==> config.mk <==
export PLATFORM = sky130hd
export DESIGN_NAME = fpa_normalize_round
export DESIGN_NICKNAME = d
export VERILOG_FILES = /design/src/rtl/fpa_normalize_round.sv
export SDC_FILE = /design/constraint.sdc
export NUM_CORES = 1
export LEC_CHECK = 0
export BUFFER_PORTS_ARGS = -buffer_cell sky130_fd_sc_hd__buf_4
export CAP_MARGIN = 15
export CORE_ASPECT_RATIO = 1.2
export CORE_MARGIN = 2
export CORE_UTILIZATION = 40
export DETAILED_ROUTE_END_ITERATION = 10
export PLACE_DENSITY_LB_ADDON = 0.25
export SLEW_MARGIN = 20
export SYNTH_ARGS = -nofsm -noshare
export SYNTH_HDL_FRONTEND = slang
export SYNTH_SLANG_ARGS = --single-unit
export TNS_END_PERCENT = 1
==> constraint.sdc <==
create_clock -name clk -period 9.69 [get_ports clk]
set_input_delay 1.938 -clock clk [delete_from_list [all_inputs] [get_ports clk]]
set_output_delay 1.938 -clock clk [all_outputs]
set_load 0.02 [all_outputs]
==> src/rtl/fpa_normalize_round.sv <==
// Single-precision normalize-and-round back end for a floating-point adder.
// Stage 1 normalizes the raw sum, stage 2 rounds to nearest-even and packs.
module fpa_normalize_round (
    input  logic        clk,
    input  logic        rst_n,
    input  logic        In_Valid,
    output logic        In_Ready,
    input  logic [27:0] Calculation_Frac,
    input  logic [7:0]  Large_Exp,
    input  logic        Result_Sign,
    output logic        Out_Valid,
    input  logic        Out_Ready,
    output logic [31:0] Result,
    output logic        Flag_Overflow,
    output logic        Flag_Underflow,
    output logic        Flag_Inexact
);

    logic               s1_valid;
    logic               s1_zero;
    logic               s1_sign;
    logic signed [9:0]  s1_exp;
    logic [26:0]        s1_frac;
    logic               s2_valid;
    logic               s2_ready;

    logic [4:0]         lzc;
    logic [26:0]        norm_frac;
    logic signed [9:0]  norm_exp;

    logic               round_up;
    logic [23:0]        mant_sum;
    logic signed [9:0]  fin_exp;
    logic [31:0]        pack_result;
    logic               pack_ovf;
    logic               pack_unf;
    logic               pack_inx;

    // Stage 2 frees up when empty or drained; stage 1 frees up whenever stage 2 can take its beat.
    assign s2_ready  = !s2_valid || Out_Ready;
    assign In_Ready  = !s1_valid || s2_ready;
    assign Out_Valid = s2_valid;

    always_comb begin
        lzc = '0;
        for (int i = 0; i < 27; i++) begin
            if (Calculation_Frac[i]) lzc = 5'(26 - i);
        end
        norm_frac = Calculation_Frac[26:0] << lzc;
        norm_exp  = signed'({2'b00, Large_Exp}) - signed'({5'b00000, lzc});
        if (Calculation_Frac[27]) begin
            norm_frac = {Calculation_Frac[27:2], Calculation_Frac[1] | Calculation_Frac[0]};
            norm_exp  = signed'({2'b00, Large_Exp}) + 10'sd1;
        end
    end

    always_comb begin
        round_up    = s1_frac[2] & (s1_frac[1] | s1_frac[0] | s1_frac[3]);
        mant_sum    = {1'b0, s1_frac[25:3]} + {23'd0, round_up};
        fin_exp     = s1_exp + signed'({9'd0, mant_sum[23]});
        pack_result = {s1_sign, fin_exp[7:0], mant_sum[22:0]};
        pack_ovf    = 1'b0;
        pack_unf    = 1'b0;
        pack_inx    = |s1_frac[2:0];
        if (s1_zero) begin
            pack_result = 32'h0000_0000;
            pack_inx    = 1'b0;
        end else if (fin_exp >= 10'sd255) begin
            pack_result = {s1_sign, 8'hFF, 23'h0};
            pack_ovf    = 1'b1;
            pack_inx    = 1'b1;
        end else if (fin_exp <= 10'sd0) begin
            pack_result = {s1_sign, 31'h0};
            pack_unf    = 1'b1;
        end
    end

    // NOTE: payload registers are reset too, because Result and the flags must read 0 during reset.
    always_ff @(posedge clk or negedge rst_n) begin
        if (!rst_n) begin
            s1_valid <= 1'b0;
            s1_zero  <= 1'b0;
            s1_sign  <= 1'b0;
            s1_exp   <= '0;
            s1_frac  <= '0;
        end else if (In_Ready) begin
            s1_valid <= In_Valid;
            if (In_Valid) begin
                s1_zero <= (Calculation_Frac == 28'd0);
                s1_sign <= Result_Sign;
                s1_exp  <= norm_exp;
                s1_frac <= norm_frac;
            end
        end
    end

    always_ff @(posedge clk or negedge rst_n) begin
        if (!rst_n) begin
            s2_valid       <= 1'b0;
            Result         <= '0;
            Flag_Overflow  <= 1'b0;
            Flag_Underflow <= 1'b0;
            Flag_Inexact   <= 1'b0;
        end else if (s2_ready) begin
            s2_valid <= s1_valid;
            if (s1_valid) begin
                Result         <= pack_result;
                Flag_Overflow  <= pack_ovf;
                Flag_Underflow <= pack_unf;
                Flag_Inexact   <= pack_inx;
            end
        end
    end

endmodule

==> impl_metrics.yaml <==
layout:
  n_antenna_cell: 0
  area_delta_synth_final_pct: 14.80
  layout-drive-gt1-share_pct: 14.71
  multi_input_area_sq_mm: 0.003710
  nFillCells: 1436
  final_nets: 829
  seq_area_sq_mm: 0.001877
timing:
  finClkSkew_ps: 7.326
  post-route-period-util_pct: 54.89
  finalHoldWorstSlack_ps: 478.9
  hold_violations: 0
  finalSetupTns_ps: 0
  fmax_ghz: 0.1880
  slew_viol_final: 0
  relSlewSlack_pct: 29.16
  period_needed_ps: 5319
  setup_viol: 0
  worst_pin_slew_ps: 1059
  rsz0062_at_grt: "no"
logic_synthesis:
  synth_top_family_by_area: "simple AND/OR/NAND/NOR gates"
  synth.top_cells.by_area: "dfrtp_1 32%, mux2i_1 8.2%, nand2_1 6.0%, o21ai_0 4.8%, nor2_1 4.0%"
  syn_inst: 734
  avgSynthCellArea_sq_um: 8.027
  synth-compound-area-share_pct: 22.23
  ys_ff_latch: 75
  ys_seq_area_share_pct: 31.85
  synthesis.area_sq_mm: 0.005892
  synth_most_common_cell: "nand2_1"
  synth_commonest_cells: "94 x nand2_1, 75 x dfrtp_1, 63 x nor2_1"
  synth_mux_area_share_pct: 9.875
  synthesis.nets: 785
  async_flop_share_pct: 100.0
  yosysTopAreaCell: "dfrtp_1"
  netlist.area_leader.share_pct: 31.85
  synthAdderAreaFrac_pct: 2.251
  synth-simple-area-share_pct: 23.25
  synthXorXnorAreaFrac_pct: 5.351
  yosysWarningCount: 0
  synth_ff_type: "dfrtp_1"
  ys_types: 70
  synth_edf_count: 0
routing:
  routedWlPerCell_um: 20.35
  routedLengthMet1_um: 8644
  route.met3.wl_um: 1083
  wl_met2_um: 8988
  drt_wl_total_um: 19470
  drtIter0Drc: 468
  viasPerCell: 6.215
  dr.pass1.iters: 6
  drc: 0
  highest_layer: "met4"
  num_vias: 5948
  final_antenna_net_count: 0
clock_tree:
  cts_tree: "yes"
  ctsHtreeMaxLevel: 3
  clkSinkCount: 75
  clock_latency_ps: 330
  cts_buffers: 9
  ctsResizeCount: 0
  cts_buffer_depth: 2
  holdBufCountCts: 0
  cts_setup_buffers: 0
  root_buffer: "clkbuf_16"
  clk_pin_slew_worst_paths_ps: 60
min_path:
  hold_path.class: "register to register"
critical_path:
  start_kind: "input port"
  end_kind: "register"
  worstPathMaxFanout: 24
  setup.worst_path.class: "input port to register"
  cp.arrival_ps: 5520
  rrSetupSlack_ps: 5410
  worstPathRequired_ps: 9890
global_routing:
  grt.total_usage_pct: 25.43
  antenna_found_initial: 0
  grt_pass1_vias: 5770
  grt_start_max_net_pins: 76
  grt_pass1_wl_um: 31210
  grt_overflow: 0
die:
  die_h_um: 137.0
  ioPinCount: 78
  die_x_um: 114.8
  std_cell_rows: 48
  die_area_sq_mm: 0.01572
  initial_core_util_pct: 40.88
  coreArea_sq_mm: 0.01441
pwr:
  power_density_mw_per_mm2: 160.7
  p_leak_nw: 2.954
  p_total_mw: 1.087
  irDropWorstVdd_mv: 0.07351
placed_design:
  port_buffers: 77
  gp_congestion: 0.9831
  place.detailed.hpwl_um: 14610
run_status:
  status: "finished, final reports clean"
run:
  max_cap_violations: 0
-- path summary, 6_finish.rpt --
path	depth (start not counted)	to	startpoint
min in group asynchronous	1	s1_exp[5]	rst_n
min	2	Result[17]	Result[17]
min reg2reg	2	Result[17]	Result[17]
max in group asynchronous	1	s1_frac[19]	rst_n
max reg2reg	15	Result[12]	s1_frac[2]
max	15	s1_exp[7]	Calculation_Frac[3]
-- registers in the layout, indices dropped and copies added (netlist names) --
register        flops
Flag_Inexact        1
Flag_Overflow       1
Flag_Underflow      1
Out_Valid           1
Result             32
s1_exp             10
s1_frac            26
s1_sign             1
s1_valid            1
s1_zero             1
-- layer usage --
metal / vias to the layer above / track usage, %
met5: - / 0
met4: 0 / 10.98
met3: 47 / 3.454
met2: 258 / 40.70
li1: 2803 / -
met1: 2840 / 34.47
-- worst max-delay path: stages --
cell	delay, ps
buf_4	140
or4_1	510
o221ai_1	360
and3_1	330
nor2_2	60
buf_4	220
inv_2	490
ha_1	350
a21o_1	180
a21o_1	190
a21oi_1	130
o21ai_0	110
o31ai_1	260
xnor2_1	150
o21ai_0	80
-- report_power, final --
part / total (mW) / internal (mW) / leakage (nW) / switching, mW
Clock: 0.292 / 0.177 / 0.132 / 0.115
Sequential: 0.429 / 0.375 / 0.908 / 0.0547
Combinational: 0.366 / 0.147 / 1.91 / 0.218
Total: 1.09 / 0.699 / 2.95 / 0.388
-- stage by stage --
stage / utilization [%] / setup slack, ps / cell area [sq um] / std cells
floorplan: - / 4590 / 5892 / 734
global placement: 45.11 / 4122 / 6502 / 942
detailed placement: 45.11 / 4057 / 6502 / 942
CTS: 46.93 / 4413 / 6764 / 957
global route: 46.93 / 4126 / 6764 / 957
finish: 46.93 / 4371 / 6764 / 957
-- layout make-up --
cell class	instances	share of cell area, %
Timing Repair Buffer	84	9.323
Sequential cell	75	27.75
Tap cell	175	3.237
Clock inverter	3	0.2220
Multi-Input combinational cell	591	54.85
Inverter	17	0.9804
Clock buffer	12	3.644
-- layout by cell type, fill, tap and decap left out, types with 10 or more instances in the layout --
master / n
xor2_1: 22
a21oi_1: 45
nand2_1: 94
o211ai_1: 10
nand3_1: 29
nor3_1: 21
dfrtp_1: 75
a221oi_1: 11
nand4_1: 16
and3_1: 13
nand2b_1: 10
o21ai_0: 57
mux2i_1: 48
buf_4: 84
inv_1: 14
xnor2_1: 14
nor2_1: 63
-- kinds of logic (layout without fill, tap and decap cells) --
kind of cell    Yosys count  in the layout
simple gates            288            288
compound gates          201            201
flops                    75             75
buf+inv                  68            116
mux                      56             56
xor+xnor                 36             36
fa+ha+maj                10             10
No activity file was read; power rests on OpenSTA's default activity.
